<file path="src/rtl/mips_pipe_hazard_unit_pkg.sv">
// mips_pkg: shared encodings for the 5-stage pipe hazard unit.
//   - forwarding select codes (FWD_RF / FWD_EXMEM / FWD_MEMWB)
//   - memory-wait FSM state codes (ST_RUN / ST_MEM_WAIT)
//   - default register index width
// Optional feature macro used by the users of this package: HAZ_PERF_CNT_EN.
package mips_pkg;

   localparam int unsigned REG_ADDR_W_DEF = 5;
   localparam int unsigned FWD_SEL_W      = 2;

   typedef enum logic [FWD_SEL_W-1:0] {
      FWD_RF    = 2'b00,
      FWD_EXMEM = 2'b01,
      FWD_MEMWB = 2'b10
   } fwd_sel_e;

   typedef enum logic {
      ST_RUN      = 1'b0,
      ST_MEM_WAIT = 1'b1
   } hz_state_e;

endpackage : mips_pkg

</file>
<file path="src/rtl/mips_pipe_hazard_unit_if.sv">
// mips_pipe_hazard_unit_if: bundle between the pipeline datapath and the
// hazard unit.
//   master : datapath side, drives ID/EX operand info, br_taken, dmem_ack
//   slave  : hazard unit, drives dmem_req, stalls, flushes, forward selects,
//            pipe_frozen (and stall_cnt/flush_cnt when HAZ_PERF_CNT_EN is set)
// Parameters: REG_ADDR_W (register index width), CNT_W (only with
// HAZ_PERF_CNT_EN).
interface mips_pipe_hazard_unit_if
#(
   parameter int unsigned REG_ADDR_W = mips_pkg::REG_ADDR_W_DEF
`ifdef HAZ_PERF_CNT_EN
   ,
   parameter int unsigned CNT_W      = 16
`endif
);

   logic                  id_valid;
   logic [REG_ADDR_W-1:0] id_rs;
   logic [REG_ADDR_W-1:0] id_rt;
   logic                  id_uses_rs;
   logic                  id_uses_rt;
   logic [REG_ADDR_W-1:0] id_rd;
   logic                  id_regwrite;
   logic                  id_memread;
   logic                  id_memwrite;
   logic [REG_ADDR_W-1:0] ex_rs;
   logic [REG_ADDR_W-1:0] ex_rt;
   logic                  br_taken;
   logic                  dmem_ack;

   logic                  dmem_req;
   logic                  stall_if;
   logic                  stall_id;
   logic                  flush_if_id;
   logic                  flush_id_ex;
   logic [1:0]            fwd_a_sel;
   logic [1:0]            fwd_b_sel;
   logic                  pipe_frozen;
`ifdef HAZ_PERF_CNT_EN
   logic [CNT_W-1:0]      stall_cnt;
   logic [CNT_W-1:0]      flush_cnt;
`endif

`ifdef HAZ_PERF_CNT_EN
   modport master (
      output id_valid, id_rs, id_rt, id_uses_rs, id_uses_rt, id_rd,
             id_regwrite, id_memread, id_memwrite, ex_rs, ex_rt, br_taken, dmem_ack,
      input  dmem_req, stall_if, stall_id, flush_if_id, flush_id_ex,
             fwd_a_sel, fwd_b_sel, pipe_frozen, stall_cnt, flush_cnt
   );
   modport slave (
      input  id_valid, id_rs, id_rt, id_uses_rs, id_uses_rt, id_rd,
             id_regwrite, id_memread, id_memwrite, ex_rs, ex_rt, br_taken, dmem_ack,
      output dmem_req, stall_if, stall_id, flush_if_id, flush_id_ex,
             fwd_a_sel, fwd_b_sel, pipe_frozen, stall_cnt, flush_cnt
   );
`else
   modport master (
      output id_valid, id_rs, id_rt, id_uses_rs, id_uses_rt, id_rd,
             id_regwrite, id_memread, id_memwrite, ex_rs, ex_rt, br_taken, dmem_ack,
      input  dmem_req, stall_if, stall_id, flush_if_id, flush_id_ex,
             fwd_a_sel, fwd_b_sel, pipe_frozen
   );
   modport slave (
      input  id_valid, id_rs, id_rt, id_uses_rs, id_uses_rt, id_rd,
             id_regwrite, id_memread, id_memwrite, ex_rs, ex_rt, br_taken, dmem_ack,
      output dmem_req, stall_if, stall_id, flush_if_id, flush_id_ex,
             fwd_a_sel, fwd_b_sel, pipe_frozen
   );
`endif

endinterface : mips_pipe_hazard_unit_if

</file>
<file path="src/rtl/mips_pipe_hazard_unit_fwd_mux_sel.sv">
// mips_fwd_mux_sel: forwarding comparator for one EX operand.
//   src_i          EX-stage source register index
//   mem_*_i        EX/MEM slot valid / regwrite / destination
//   wb_*_i         MEM/WB slot valid / regwrite / destination
//   sel_o          FWD_EXMEM if the MEM slot writes src, else FWD_MEMWB if the
//                  WB slot does, else FWD_RF; register 0 never forwards.
module mips_fwd_mux_sel
   import mips_pkg::*;
#(
   parameter int unsigned REG_ADDR_W = REG_ADDR_W_DEF
) (
   input  logic [REG_ADDR_W-1:0] src_i,
   input  logic                  mem_vld_i,
   input  logic                  mem_regwrite_i,
   input  logic [REG_ADDR_W-1:0] mem_rd_i,
   input  logic                  wb_vld_i,
   input  logic                  wb_regwrite_i,
   input  logic [REG_ADDR_W-1:0] wb_rd_i,
   output logic [FWD_SEL_W-1:0]  sel_o
);

   logic mem_hit;
   logic wb_hit;

   // Youngest producer wins, so the EX/MEM match is checked first.
   always_comb begin
      sel_o   = FWD_RF;
      mem_hit = mem_vld_i & mem_regwrite_i & (mem_rd_i != '0) & (mem_rd_i == src_i);
      wb_hit  = wb_vld_i & wb_regwrite_i & (wb_rd_i != '0) & (wb_rd_i == src_i);
      if (mem_hit) begin
         sel_o = FWD_EXMEM;
      end else if (wb_hit) begin
         sel_o = FWD_MEMWB;
      end
   end

endmodule : mips_fwd_mux_sel

</file>
<file path="src/rtl/mips_pipe_hazard_unit.sv">
// mips_pipe_hazard_unit: stall / flush / forwarding control for the 5-stage
// MIPS pipe, with a hold of the whole pipe while data memory is busy.
//   clk, rst      clock, asynchronous active-low reset
//   hz (slave)    ID/EX operand info, br_taken, dmem_ack in;
//                 dmem_req, stall_if/id, flush_if_id/id_ex, fwd_a/b_sel,
//                 pipe_frozen out
// Parameters: REG_ADDR_W, BR_STAGE (1 = branch resolved in ID, 2 = in EX).
// Optional macro HAZ_PERF_CNT_EN adds CNT_W-bit stall_cnt / flush_cnt.
module mips_pipe_hazard_unit
   import mips_pkg::*;
#(
   parameter int unsigned REG_ADDR_W = REG_ADDR_W_DEF,
   parameter int unsigned BR_STAGE   = 1
`ifdef HAZ_PERF_CNT_EN
   ,
   parameter int unsigned CNT_W      = 16
`endif
) (
   input logic                     clk,
   input logic                     rst,
   mips_pipe_hazard_unit_if.slave  hz
);

   localparam logic BR_IN_EX = (BR_STAGE == 2);

   // Pipeline slot tracking (EX, MEM, WB).
   logic                  ex_vld_q, ex_regwrite_q, ex_memread_q, ex_memwrite_q;
   logic [REG_ADDR_W-1:0] ex_rd_q;
   logic                  mem_vld_q, mem_regwrite_q, mem_memread_q, mem_memwrite_q;
   logic [REG_ADDR_W-1:0] mem_rd_q;
   logic                  wb_vld_q, wb_regwrite_q;
   logic [REG_ADDR_W-1:0] wb_rd_q;

   hz_state_e state_q, state_d;

   logic mem_op_c;
   logic hold_c;
   logic load_use_c;
   logic br_flush_c;
   logic stall_c;
   logic flush_id_ex_c;
   logic [FWD_SEL_W-1:0] fwd_a_c, fwd_b_c;

   // Hazard detection; a pending memory op blocks every advance and flush.
   always_comb begin
      mem_op_c      = mem_vld_q & (mem_memread_q | mem_memwrite_q);
      hold_c        = mem_op_c & ~hz.dmem_ack;
      load_use_c    = ex_vld_q & ex_memread_q & (ex_rd_q != '0) &
                      ((hz.id_uses_rs & (hz.id_rs == ex_rd_q)) |
                       (hz.id_uses_rt & (hz.id_rt == ex_rd_q)));
      br_flush_c    = hz.br_taken & ~hold_c;
      // A taken branch discards the dependent instruction, so no stall is needed.
      stall_c       = hold_c | (load_use_c & ~br_flush_c);
      flush_id_ex_c = ~hold_c & (load_use_c | (BR_IN_EX & hz.br_taken));
   end

   // Memory-wait FSM next state.
   always_comb begin
      state_d = state_q;
      case (state_q)
         ST_RUN:      if (hold_c)  state_d = ST_MEM_WAIT;
         ST_MEM_WAIT: if (!hold_c) state_d = ST_RUN;
         default:     state_d = ST_RUN;
      endcase
   end

   // State register and slot advance.
   always_ff @(posedge clk or negedge rst) begin
      if (!rst) begin
         state_q        <= ST_RUN;
         ex_vld_q       <= 1'b0;
         ex_regwrite_q  <= 1'b0;
         ex_memread_q   <= 1'b0;
         ex_memwrite_q  <= 1'b0;
         ex_rd_q        <= '0;
         mem_vld_q      <= 1'b0;
         mem_regwrite_q <= 1'b0;
         mem_memread_q  <= 1'b0;
         mem_memwrite_q <= 1'b0;
         mem_rd_q       <= '0;
         wb_vld_q       <= 1'b0;
         wb_regwrite_q  <= 1'b0;
         wb_rd_q        <= '0;
      end else begin
         state_q <= state_d;
         if (!hold_c) begin
            ex_vld_q       <= hz.id_valid & ~stall_c & ~flush_id_ex_c;
            ex_regwrite_q  <= hz.id_regwrite;
            ex_memread_q   <= hz.id_memread;
            ex_memwrite_q  <= hz.id_memwrite;
            ex_rd_q        <= hz.id_rd;
            mem_vld_q      <= ex_vld_q;
            mem_regwrite_q <= ex_regwrite_q;
            mem_memread_q  <= ex_memread_q;
            mem_memwrite_q <= ex_memwrite_q;
            mem_rd_q       <= ex_rd_q;
            wb_vld_q       <= mem_vld_q;
            wb_regwrite_q  <= mem_regwrite_q;
            wb_rd_q        <= mem_rd_q;
         end
      end
   end

   mips_fwd_mux_sel #(.REG_ADDR_W(REG_ADDR_W)) u_fwd_a (
      .src_i          (hz.ex_rs),
      .mem_vld_i      (mem_vld_q),
      .mem_regwrite_i (mem_regwrite_q),
      .mem_rd_i       (mem_rd_q),
      .wb_vld_i       (wb_vld_q),
      .wb_regwrite_i  (wb_regwrite_q),
      .wb_rd_i        (wb_rd_q),
      .sel_o          (fwd_a_c)
   );

   mips_fwd_mux_sel #(.REG_ADDR_W(REG_ADDR_W)) u_fwd_b (
      .src_i          (hz.ex_rt),
      .mem_vld_i      (mem_vld_q),
      .mem_regwrite_i (mem_regwrite_q),
      .mem_rd_i       (mem_rd_q),
      .wb_vld_i       (wb_vld_q),
      .wb_regwrite_i  (wb_regwrite_q),
      .wb_rd_i        (wb_rd_q),
      .sel_o          (fwd_b_c)
   );

   // Outputs forced low while reset is applied, independent of inputs.
   assign hz.dmem_req    = mem_op_c;
   assign hz.pipe_frozen = rst & hold_c;
   assign hz.stall_if    = rst & stall_c;
   assign hz.stall_id    = rst & stall_c;
   assign hz.flush_if_id = rst & br_flush_c;
   assign hz.flush_id_ex = rst & flush_id_ex_c;
   assign hz.fwd_a_sel   = fwd_a_c;
   assign hz.fwd_b_sel   = fwd_b_c;

`ifdef HAZ_PERF_CNT_EN
   logic [CNT_W-1:0] stall_cnt_q;
   logic [CNT_W-1:0] flush_cnt_q;

   // Saturating event counters.
   always_ff @(posedge clk or negedge rst) begin
      if (!rst) begin
         stall_cnt_q <= '0;
         flush_cnt_q <= '0;
      end else begin
         if (stall_c && (stall_cnt_q != '1)) begin
            stall_cnt_q <= stall_cnt_q + CNT_W'(1);
         end
         if (br_flush_c && (flush_cnt_q != '1)) begin
            flush_cnt_q <= flush_cnt_q + CNT_W'(1);
         end
      end
   end

   assign hz.stall_cnt = stall_cnt_q;
   assign hz.flush_cnt = flush_cnt_q;
`endif

endmodule : mips_pipe_hazard_unit

</file>
<file path="src/flat_wrapper.sv">
// flat-port wrapper written by rule: the top's interface ports become plain ports
module mips_pipe_hazard_unit_flat import mips_pkg::*;
#(
   parameter int unsigned REG_ADDR_W = REG_ADDR_W_DEF,
   parameter int unsigned BR_STAGE   = 1

)
  (clk, rst, hz_id_valid, hz_id_rs, hz_id_rt, hz_id_uses_rs, hz_id_uses_rt, hz_id_rd, hz_id_regwrite, hz_id_memread, hz_id_memwrite, hz_ex_rs, hz_ex_rt, hz_br_taken, hz_dmem_ack, hz_dmem_req, hz_stall_if, hz_stall_id, hz_flush_if_id, hz_flush_id_ex, hz_fwd_a_sel, hz_fwd_b_sel, hz_pipe_frozen);
  mips_pipe_hazard_unit_if #(.REG_ADDR_W(REG_ADDR_W)) hz_i ();
  input logic clk;
  input logic rst;
  input wire logic [$bits(hz_i.id_valid)-1:0] hz_id_valid;
  input wire logic [$bits(hz_i.id_rs)-1:0] hz_id_rs;
  input wire logic [$bits(hz_i.id_rt)-1:0] hz_id_rt;
  input wire logic [$bits(hz_i.id_uses_rs)-1:0] hz_id_uses_rs;
  input wire logic [$bits(hz_i.id_uses_rt)-1:0] hz_id_uses_rt;
  input wire logic [$bits(hz_i.id_rd)-1:0] hz_id_rd;
  input wire logic [$bits(hz_i.id_regwrite)-1:0] hz_id_regwrite;
  input wire logic [$bits(hz_i.id_memread)-1:0] hz_id_memread;
  input wire logic [$bits(hz_i.id_memwrite)-1:0] hz_id_memwrite;
  input wire logic [$bits(hz_i.ex_rs)-1:0] hz_ex_rs;
  input wire logic [$bits(hz_i.ex_rt)-1:0] hz_ex_rt;
  input wire logic [$bits(hz_i.br_taken)-1:0] hz_br_taken;
  input wire logic [$bits(hz_i.dmem_ack)-1:0] hz_dmem_ack;
  output wire logic [$bits(hz_i.dmem_req)-1:0] hz_dmem_req;
  output wire logic [$bits(hz_i.stall_if)-1:0] hz_stall_if;
  output wire logic [$bits(hz_i.stall_id)-1:0] hz_stall_id;
  output wire logic [$bits(hz_i.flush_if_id)-1:0] hz_flush_if_id;
  output wire logic [$bits(hz_i.flush_id_ex)-1:0] hz_flush_id_ex;
  output wire logic [$bits(hz_i.fwd_a_sel)-1:0] hz_fwd_a_sel;
  output wire logic [$bits(hz_i.fwd_b_sel)-1:0] hz_fwd_b_sel;
  output wire logic [$bits(hz_i.pipe_frozen)-1:0] hz_pipe_frozen;
  assign hz_i.id_valid = hz_id_valid;
  assign hz_i.id_rs = hz_id_rs;
  assign hz_i.id_rt = hz_id_rt;
  assign hz_i.id_uses_rs = hz_id_uses_rs;
  assign hz_i.id_uses_rt = hz_id_uses_rt;
  assign hz_i.id_rd = hz_id_rd;
  assign hz_i.id_regwrite = hz_id_regwrite;
  assign hz_i.id_memread = hz_id_memread;
  assign hz_i.id_memwrite = hz_id_memwrite;
  assign hz_i.ex_rs = hz_ex_rs;
  assign hz_i.ex_rt = hz_ex_rt;
  assign hz_i.br_taken = hz_br_taken;
  assign hz_i.dmem_ack = hz_dmem_ack;
  assign hz_dmem_req = hz_i.dmem_req;
  assign hz_stall_if = hz_i.stall_if;
  assign hz_stall_id = hz_i.stall_id;
  assign hz_flush_if_id = hz_i.flush_if_id;
  assign hz_flush_id_ex = hz_i.flush_id_ex;
  assign hz_fwd_a_sel = hz_i.fwd_a_sel;
  assign hz_fwd_b_sel = hz_i.fwd_b_sel;
  assign hz_pipe_frozen = hz_i.pipe_frozen;
  mips_pipe_hazard_unit #(.REG_ADDR_W(REG_ADDR_W), .BR_STAGE(BR_STAGE)) u_core (.clk(clk), .rst(rst), .hz(hz_i));
endmodule
</file>
<file path="config.mk">
export PLATFORM = sky130hd
export DESIGN_NAME = mips_pipe_hazard_unit_flat
export DESIGN_NICKNAME = d
export VERILOG_FILES = /design/src/rtl/mips_pipe_hazard_unit_pkg.sv /design/src/rtl/mips_pipe_hazard_unit_if.sv /design/src/rtl/mips_pipe_hazard_unit_fwd_mux_sel.sv /design/src/rtl/mips_pipe_hazard_unit.sv /design/src/flat_wrapper.sv
export SDC_FILE = /design/constraint.sdc
export NUM_CORES = 1
export LEC_CHECK = 0
export BUFFER_PORTS_ARGS = -buffer_cell sky130_fd_sc_hd__buf_2
export CORE_UTILIZATION = 30
export CTS_CLUSTER_SIZE = 14
export DETAILED_ROUTE_END_ITERATION = 8
export PLACE_DENSITY = 0.5
export SLEW_MARGIN = 10
export SYNTH_ARGS = -nofsm -noshare
export SYNTH_HDL_FRONTEND = slang
export SYNTH_HIERARCHICAL = 1
export SYNTH_SLANG_ARGS = --single-unit
</file>
<file path="constraint.sdc">
create_clock -name clk -period 1.76 [get_ports clk]
set_input_delay 0.352 -clock clk [delete_from_list [all_inputs] [get_ports clk]]
set_output_delay 0.352 -clock clk [all_outputs]
set_load 0.05 [all_outputs]
</file>
==> flow_metrics.py, run 1 <==
metrics = {
    "final_layout": {
        "fill_cells": 459,
        "regArea_sq_um": 631,
        "final_nets": 243,
        "finalInstanceArea_sq_um": 2340,
        "finalNonFillerCells": 274,
        "multi_input_area_sq_um": 947,
        "num_antenna_cells": 0,
        "drive_gt1_share_pct": 67.6,
        "syn_to_final_growth_pct": 59.3,
    },
    "clock_network": {
        "insertion_delay_ps": 260,
        "cts_tree": "built",
        "cts_hold_buf": 0,
        "cts-buffers-inserted": 3,
        "cts.sinks": 25,
        "root_buffer": "clkbuf_8",
        "htree_levels": 1,
        "ctsLongestPathBuffers": 2,
        "path_clk_slew_ps": 80,
    },
    "global_routing": {
        "gr-usage-all-layers_pct": 14.4,
        "grt_pass1_vias": 1306,
        "antenna_found_initial": 0,
        "grt_pass1_wl_um": 5790,
        "gr-total-overflow": 0,
        "grt_max_degree": 26,
    },
    "timing": {
        "final_max_slew_viol_count": 0,
        "setup_viol": 7,
        "finalHoldViolCount": 0,
        "slew_headroom_pct": 74.5,
        "rsz0062_at_grt": "true",
        "layout_setup_ws_ps": -491,
        "finalClockSkew_ps": 4.82,
        "worstMarginPinSlew_ps": 382,
        "period_share_pct": 128,
        "layout_min_cycle_time_ps": 2250,
        "max_freq_mhz": 444,
    },
    "synthesis": {
        "synth_area_sq_um": 1470,
        "synthTopCellsByCount": "dfrtp_1 (25), mux2_2 (23), xnor2_1 (16), xor2_1 (10)",
        "ys_warn_count": 6,
        "synth-edff-count": 0,
        "synth_top_area_share_pct": 42.5,
        "ys_top_cells_by_area": "dfrtp_1 (43%), mux2_2 (18%), xnor2_1 (9.5%)",
        "netlist_instances": 123,
        "post-synth-top-area-cell": "dfrtp_1",
        "syn_nets": 158,
        "syn_area_per_cell_sq_um": 12.0,
        "synth.ff_latch_count": 25,
        "synth_most_common_cell": "dfrtp_1",
        "ys_types": 30,
        "ys_async_sr_fraction_pct": 100,
        "seq_area_frac_synth_pct": 42.5,
        "synth_flop_cell": "dfrtp_1",
    },
    "critical_path": {
        "reg2reg_depth": 7,
        "path_class": "reg -> out",
        "r2r_end": "u_core/ex_vld_q",
        "path_max_fanout": 2,
        "end_kind": "output pin",
        "worstSetupStartpointType": "flop",
        "cp.arrival_ps": 1900,
        "rr_startpoint": "u_core/ex_rd_q[1]",
        "cp.required_ps": 1410,
        "ff2ff_setup_slack_ps": 60,
    },
    "power": {
        "vdd_drop_max_uv": 495,
        "seqPwrFrac_pct": 37.9,
        "clock_power_share_pct": 12.1,
        "netSwitchingPower_mw": 1.01,
        "p_leak_nw": 1.02,
        "power.density_nw_per_um2": 1160,
        "p_sw_share_pct": 37.3,
        "power_mw": 2.71,
        "combPwrFrac_pct": 50.0,
        "internal-power_mw": 1.70,
    },
    "outcome": {
        "violations": "negative setup slack",
        "outcome": "complete, but fails checks",
    },
    "placement": {
        "dp.cells": 256,
        "dpl.hpwl_um": 2690,
        "gp_congestion": 0.830,
        "dpl-instance-area_sq_um": 1990,
        "io_buffers": 44,
    },
    "floorplanning": {
        "die_h_um": 72.0,
        "pin_count": 45,
        "core_sq_um": 4720,
        "dieArea_sq_um": 5190,
        "fp.dieW_um": 72.0,
        "start_util_pct": 31.2,
        "rows": 25,
    },
    "detailed_routing": {
        "postRouteAntennaNets": 0,
        "firstDrtPassIters": 4,
        "drt_iter0_markers": 29,
        "vias_per_cell": 4.47,
        "routedWlPerCell_um": 12.7,
        "drc": 0,
        "vias": 1224,
        "wirelength_um": 3490,
    },
    "worst_hold_path": {
        "hp-class": "in -> async",
    },
    "run": {
        "maxCapViolCount": 0,
    },
}
[sequential cells by signal (all words and copies together), names as in the netlist]
signal                 cells
u_core/ex_regwrite_q       1
u_core/mem_vld_q           1
u_core/wb_vld_q            1
u_core/mem_memwrite_q      1
u_core/ex_vld_q            1
u_core/mem_rd_q            5
u_core/wb_rd_q             5
u_core/ex_memread_q        1
u_core/ex_memwrite_q       1
u_core/mem_regwrite_q      1
u_core/ex_rd_q             5
u_core/wb_regwrite_q       1
u_core/mem_memread_q       1
[routing by layer]
metal / part of all wire, % / wire length [um] / track usage [%] / vias up
li1: - / - / - / 608
met1: 44 / 1520 / 17.5 / 574
met2: 50 / 1760 / 26.2 / 38
met3: 4.9 / 170 / 2.22 / 4
met4: 1.1 / 40 / 4.58 / 0
met5: 0 / 0 / 0 / -
[stage by stage]
stage | hold WS (ps) | setup TNS, ps | setup WS (ps) | util, %
after floorplan | 56.4 | -1730 | -689 | -
after global placement | 393 | -1180 | -380 | 42.0
after detailed placement | 393 | -1390 | -429 | 42.0
after CTS | 116 | -2470 | -502 | 47.6
after global routing | 117 | -3160 | -597 | 49.6
final | 98.4 | -2510 | -491 | 49.6
[kinds of logic after synthesis]
| logic type | after synthesis | share of synthesized area [%] |
|---|---|---|
| multiplexers | 23 | 17.6 |
| buffers and inverters | 12 | 4.59 |
| AND/OR/NAND/NOR | 22 | 9.52 |
| flip-flops | 25 | 42.5 |
| XOR/XNOR | 26 | 15.5 |
| AO/OA/AOI/OAI | 15 | 10.3 |
[how the worst max path moves through the flow]
stage | from | to | depth (start not counted)
2_1_floorplan | u_core/ex_rd_q[1] | hz_stall_if | 5
3_3_place_gp | hz_id_rs[1] | hz_stall_if | 6
3_5_place_dp | hz_id_rs[1] | hz_stall_id | 6
4_1_cts | u_core/ex_rd_q[1] | hz_stall_id | 5
5_1_grt | u_core/ex_rd_q[1] | hz_flush_id_ex | 6
6_report | u_core/ex_rd_q[1] | hz_flush_id_ex | 6
[what timing repair did]
action	CTS	global route
endpoints found under the setup margin	10	10
pin swaps	14	13
cloned	0	0
resized for setup	38	9
setup buffers	6	8
[layout make-up]
type / instances / share of cell area, %
clock buffer: 3 / 1.76
clock inverter: 1 / 0.214
inverter: 7 / 1.12
multi-input combinational: 86 / 40.4
sequential: 25 / 26.9
tap: 67 / 3.58
timing repair buffer: 85 / 26.0
[critical path, cell delays in order (launching register included)]
cell	delay (ps)
dfrtp_1	410
xor2_1	160
nor4_2	300
a32oi_2	190
buf_4	170
nor4_2	170
buf_4	250
[cells in the final DEF (no fill, tap or decap), types with 4 or more instances in the layout]
master	count
dfrtp_1	21
xnor2_2	5
dfrtp_2	4
xnor2_1	11
clkinv_1	4
buf_2	34
buf_4	38
xor2_1	10
mux2_2	23
buf_6	11
[power by group through the flow]
stage | Combinational, mW | Clock, mW | Sequential, mW
2_1_floorplan | 0.717 | 0 | 0.958
3_3_place_gp | 1.00 | 0 | 1.01
3_5_place_dp | 1.03 | 0 | 1.02
4_1_cts | 1.21 | 0.340 | 1.05
5_1_grt | 1.46 | 0.369 | 1.06
6_report | 1.36 | 0.327 | 1.03
(Power assumes the default switching activity.)
==> run 2, diff against run 1 <==
--- a/config.mk
+++ b/config.mk
@@ -6,10 +6,10 @@
 export NUM_CORES = 1
 export LEC_CHECK = 0
 export BUFFER_PORTS_ARGS = -buffer_cell sky130_fd_sc_hd__buf_2
-export CORE_UTILIZATION = 30
+export CORE_UTILIZATION = 38
 export CTS_CLUSTER_SIZE = 14
 export DETAILED_ROUTE_END_ITERATION = 8
-export PLACE_DENSITY = 0.5
+export PLACE_DENSITY = 0.61
 export SLEW_MARGIN = 10
 export SYNTH_ARGS = -nofsm -noshare
 export SYNTH_HDL_FRONTEND = slang
==> run 2 against run 1 <==
Compared with the run above: the flow still finishes with violations (negative setup slack); power decreased by 5.9%; global-route usage grew 3.4 points; fmax fell by 0.83%.
==> flow_metrics.py, run 2 (synthesized netlist as in run 1, its figures left out) <==
metrics = {
    "outcome": {
        "outcome": "complete, but fails checks",
        "violations": "negative setup slack",
    },
    "power": {
        "seqPwrFrac_pct": 40.6,
        "p_sw_share_pct": 38.2,
        "clock_power_share_pct": 12.6,
        "p_leak_nw": 0.939,
        "internal-power_mw": 1.58,
        "combPwrFrac_pct": 46.8,
        "power.density_nw_per_um2": 1170,
        "vdd_drop_max_uv": 500,
        "netSwitchingPower_uw": 974,
    },
    "detailed_routing": {
        "routedWlPerCell_um": 14.4,
        "drc": 0,
        "postRouteAntennaNets": 0,
        "vias": 1209,
        "firstDrtPassIters": 4,
        "vias_per_cell": 5.04,
        "drt_iter0_markers": 43,
        "wirelength_um": 3450,
    },
    "timing": {
        "layout_setup_ws_ps": -510,
        "finalClockSkew_ps": 2.20,
        "finalHoldViolCount": 0,
        "period_share_pct": 129,
        "final_max_slew_viol_count": 0,
        "setup_viol": 7,
        "worstMarginPinSlew_ps": 403,
        "max_freq_mhz": 441,
        "rsz0062_at_grt": "true",
        "layout_min_cycle_time_ps": 2270,
        "slew_headroom_pct": 73.1,
    },
    "floorplanning": {
        "die_h_um": 64.2,
        "core_sq_um": 3690,
        "dieArea_sq_um": 4120,
        "rows": 22,
        "pin_count": 45,
        "fp.dieW_um": 64.2,
        "start_util_pct": 39.9,
    },
    "worst_hold_path": {
        "hp-class": "in -> async",
    },
    "final_layout": {
        "num_antenna_cells": 0,
        "finalInstanceArea_sq_um": 2180,
        "fill_cells": 324,
        "fin_util_pct": 59.2,
        "final_common_cell": "buf_2",
        "syn_to_final_growth_pct": 48.3,
        "final_nets": 228,
        "most-common-layout-cells": "buf_2 (35), buf_4 (25), mux2_2 (23), dfrtp_1 (20), xnor2_1 (12)",
        "drive_gt1_share_pct": 64.6,
        "top_regs": "u_core/ex_rd_q: 5 flops, u_core/mem_rd_q: 5 flops, u_core/wb_rd_q: 5 flops",
    },
    "clock_network": {
        "cts_tree": "built",
        "root_buffer": "clkbuf_8",
        "path_clk_slew_ps": 80,
        "cts_hold_buf": 0,
        "ctsLongestPathBuffers": 2,
        "cts-buffers-inserted": 3,
        "insertion_delay_ps": 260,
        "cts.sinks": 25,
        "htree_levels": 1,
    },
    "critical_path": {
        "cp.required_ps": 1410,
        "end_kind": "output pin",
        "path_max_fanout": 3,
        "worstSetupStartpointType": "flop",
        "cp.arrival_ps": 1920,
        "path_class": "reg -> out",
    },
    "run": {
        "maxCapViolCount": 0,
    },
    "placement": {
        "pre_cts_slack_ps": -410,
        "gp_congestion": 0.830,
        "dpl-instance-area_sq_um": 1910,
        "io_buffers": 44,
        "dpl.hpwl_um": 2610,
    },
    "global_routing": {
        "gr-total-overflow": 0,
        "grt_pass1_wl_um": 5660,
        "antenna_found_initial": 0,
        "grt_pass1_vias": 1247,
        "grt_max_degree": 25,
        "gr-usage-all-layers_pct": 17.8,
    },
}
==> run 2: metrics by stage <==
step | hold WS [ps] | power [mW] | TNS [ps] | std cells
floorplan | 56.4 | 1.68 | -1730 | 123
global placement | 293 | 1.97 | -1110 | 230
detailed placement | 291 | 2.01 | -1330 | 230
CTS | 11.1 | 2.49 | -2560 | 237
global route | 17.3 | 2.72 | -2950 | 240
finish | 14.3 | 2.55 | -2430 | 240
==> run 2: path summary, 6_finish.rpt <==
kind                                       from               endpoint  slack [ps]  cells past startpoint
max in group asynchronous                   rst     u_core/mem_rd_q[1]        1480                      2
max reg2reg                   u_core/ex_rd_q[1]        u_core/ex_vld_q         110                      6
max                           u_core/ex_rd_q[1]            hz_stall_id        -510                      5
min reg2reg                u_core/ex_memwrite_q  u_core/mem_memwrite_q         520                      1
min                                         rst      u_core/ex_rd_q[4]          10                      2
min in group clk                    hz_id_rd[2]      u_core/ex_rd_q[2]         320                      2
==> run 2: layout make-up <==
cell class | count | area [sq um] | area share (%)
Multi-Input combinational cell | 86 | 942 | 43.2
Tap cell | 48 | 60.1 | 2.75
Sequential cell | 25 | 632 | 29.0
Inverter | 7 | 27.5 | 1.26
Timing Repair Buffer | 70 | 475 | 21.8
Clock buffer | 4 | 45.0 | 2.06
==> run 2: timing repair <==
action                                 in CTS  in global routing
pin swaps                                  11                  6
buffers inserted                            4                  3
resized for setup                          31                  9
setup endpoints to repair                   9                  9
endpoints found under the hold margin       0                  0
==> run 2: power by group through the flow <==
| stage | clock network, mW | logic, mW | registers, mW |
|---|---|---|---|
| 4_1_cts | 0.332 | 1.12 | 1.03 |
| 5_1_grt | 0.359 | 1.28 | 1.07 |
| 6_report | 0.321 | 1.19 | 1.04 |
| 3_5_place_dp | 0 | 1.01 | 1.01 |
| 3_3_place_gp | 0 | 0.970 | 0.998 |
| 2_1_floorplan | 0 | 0.717 | 0.958 |
==> run 2: layer usage <==
metal  vias to the layer above  wire length [um]  global-route usage, %
li1                        581                 -                      -
met1                       586              1450                   22.1
met2                        40              1810                   31.8
met3                         2               162                   2.14
met4                         0                23                   5.83
met5                         -                 0                      0
==> run 2: critical path, stage by stage, from the launching register on <==
cell and delay (ps):
dfrtp_1 420, xor2_1 180, nor4_2 310, a32oi_2 180
o41ai_4 370, buf_6 210
==> run 3, diff against run 2 <==
--- a/config.mk
+++ b/config.mk
@@ -9,7 +9,7 @@
 export CORE_UTILIZATION = 38
 export CTS_CLUSTER_SIZE = 14
 export DETAILED_ROUTE_END_ITERATION = 8
-export PLACE_DENSITY = 0.61
+export PLACE_DENSITY = 0.6
 export SLEW_MARGIN = 10
 export SYNTH_ARGS = -nofsm -noshare
 export SYNTH_HDL_FRONTEND = slang
==> run 3 against run 2 <==
Compared with the run above: the flow still finishes with violations (negative setup slack); setup slack lost 20 ps; utilization rose by 0.58 points; flip-flop and latch count stayed put; power up 0.32%; cell count is 1.3% higher; clock-buffer cell count down 1; critical path type unchanged; largest power group unchanged.
==> flow_metrics.py, run 3 (synthesized netlist as in run 1, its figures left out) <==
metrics = {
    "clock_network": {
        "cts-buffers-inserted": 3,
        "cts_hold_buf": 0,
        "htree_levels": 1,
        "cts_tree": "built",
        "cts.sinks": 25,
        "ctsLongestPathBuffers": 2,
        "path_clk_slew_ps": 90,
        "insertion_delay_ps": 260,
        "root_buffer": "clkbuf_8",
    },
    "timing": {
        "layout_setup_ws_ps": -529,
        "finalHoldViolCount": 0,
        "final_max_slew_viol_count": 0,
        "period_share_pct": 130,
        "max_freq_mhz": 437,
        "slew_headroom_pct": 74.6,
        "rsz0062_at_grt": "true",
        "worstMarginPinSlew_ps": 380,
        "layout_min_cycle_time_ps": 2290,
        "finalClockSkew_ps": 4.15,
        "setup_viol": 7,
    },
    "final_layout": {
        "regArea_sq_um": 631,
        "syn_to_final_growth_pct": 49.7,
        "num_antenna_cells": 0,
        "fill_cells": 336,
        "drive_gt1_share_pct": 64.6,
        "multi_input_area_sq_um": 935,
        "fin_util_pct": 59.7,
        "final_common_cell": "buf_2",
        "top_regs": "u_core/ex_rd_q: 5 flops, u_core/mem_rd_q: 5 flops, u_core/wb_rd_q: 5 flops",
        "final_nets": 231,
        "most-common-layout-cells": "buf_2 (35), buf_4 (28), mux2_2 (23), dfrtp_1 (21), xnor2_1 (13)",
    },
    "floorplanning": {
        "rows": 22,
        "start_util_pct": 39.9,
        "die_h_um": 64.2,
        "dieArea_sq_um": 4120,
        "fp.dieW_um": 64.2,
        "pin_count": 45,
        "core_sq_um": 3690,
    },
    "critical_path": {
        "path_max_fanout": 3,
        "max_stage_delay_ps": 400,
        "crit_chain": "xor2_1 -> nor4_2 -> a32oi_2 -> o41ai_4 -> buf_6",
        "cp.arrival_ps": 1940,
        "path_buf_inv": 1,
        "path_class": "reg -> out",
        "crit_slowest_cell": "dfrtp_1",
        "end_kind": "output pin",
        "cp.required_ps": 1410,
        "cpLargestDelayFamily": "compound AO/OA/AOI/OAI gates",
        "worstSetupStartpointType": "flop",
    },
    "detailed_routing": {
        "wirelength_um": 3610,
        "postRouteAntennaNets": 0,
        "drc": 0,
        "routedWlPerCell_um": 14.8,
        "vias": 1187,
        "drt_iter0_markers": 33,
        "firstDrtPassIters": 4,
        "vias_per_cell": 4.88,
    },
    "power": {
        "clock_power_share_pct": 12.8,
        "combPwrFrac_pct": 46.0,
        "p_leak_nw": 0.948,
        "internal-power_mw": 1.57,
        "p_sw_share_pct": 38.7,
        "seqPwrFrac_pct": 41.1,
        "power.density_nw_per_um2": 1160,
        "netSwitchingPower_uw": 990,
        "power_mw": 2.56,
        "vdd_drop_max_uv": 513,
    },
    "placement": {
        "io_buffers": 44,
        "gp_congestion": 0.844,
        "dpl.hpwl_um": 2630,
    },
    "global_routing": {
        "grt_max_degree": 26,
        "grt_pass1_vias": 1238,
        "grt_pass1_wl_um": 5800,
        "gr-usage-all-layers_pct": 18.4,
        "gr-total-overflow": 0,
        "antenna_found_initial": 0,
    },
    "worst_hold_path": {
        "hp-class": "in -> async",
    },
    "run": {
        "maxCapViolCount": 0,
    },
    "outcome": {
        "outcome": "complete, but fails checks",
        "violations": "negative setup slack",
    },
}
==> run 3: changes by cell type in the layout (fill, tap and decap cells not counted), moves of 2 or more <==
cell and delta:
buf_6 -2, buf_8 +2, nor4_2 +2, buf_4 +3
==> run 3: area by class of cell <==
type                       instances  area share, %
multi-input combinational         86           42.4
inverter                           7           1.19
clock inverter                     1          0.227
sequential                        25           28.6
clock buffer                       3           1.87
tap                               48           2.73
timing repair buffer              73           22.9
==> run 3: stage by stage <==
step	hold slack, ps	std cells	setup slack, ps	cell area, sq um	setup TNS (ps)
6_report	107	243	-529	2200	-2610
5_1_grt	147	243	-603	2200	-3170
4_1_cts	107	239	-557	2130	-2720
3_5_place_dp	394	232	-455	1920	-1730
3_3_place_gp	384	232	-380	1920	-1190
2_1_floorplan	56.4	123	-689	1520	-1730
==> run 3: path summary, 6_finish.rpt <==
check,depth (start not counted),end,startpoint,slack (ps)
worst max-delay path,5,hz_stall_if,u_core/ex_rd_q[1],-530
worst min-delay path,2,u_core/ex_memwrite_q,rst,110
worst max register to register,6,u_core/ex_vld_q,u_core/ex_rd_q[1],100
worst min register to register,1,u_core/ex_memwrite_q,u_core/ex_memwrite_q,510
max in group asynchronous,2,u_core/mem_rd_q[0],rst,1390
min in group clk,2,u_core/ex_memread_q,hz_id_memread,320
==> run 3: repair_timing <==
item	CTS	global route
resized for setup	30	10
endpoints found under the hold margin	0	0
setup endpoints to repair	9	9
pin swaps	9	10
buffers inserted	3	4
==> run 3: power groups by stage <==
stage	clock, mW	combinational, mW	sequential (mW)
4_1_cts	0.340	1.11	1.04
6_report	0.329	1.18	1.05
2_1_floorplan	0	0.717	0.958
5_1_grt	0.364	1.26	1.09
3_5_place_dp	0	0.999	1.02
3_3_place_gp	0	0.968	1.01
==> run 3: layer usage <==
metal / up-vias / routed length (um) / track usage [%] / part of all wire (%)
met3: 2 / 157 / 2.68 / 4.4
met5: - / 0 / 0 / 0
met1: 561 / 1500 / 22.3 / 42
met4: 0 / 23 / 5.00 / 0.64
met2: 37 / 1930 / 33.8 / 53
li1: 587 / - / - / -
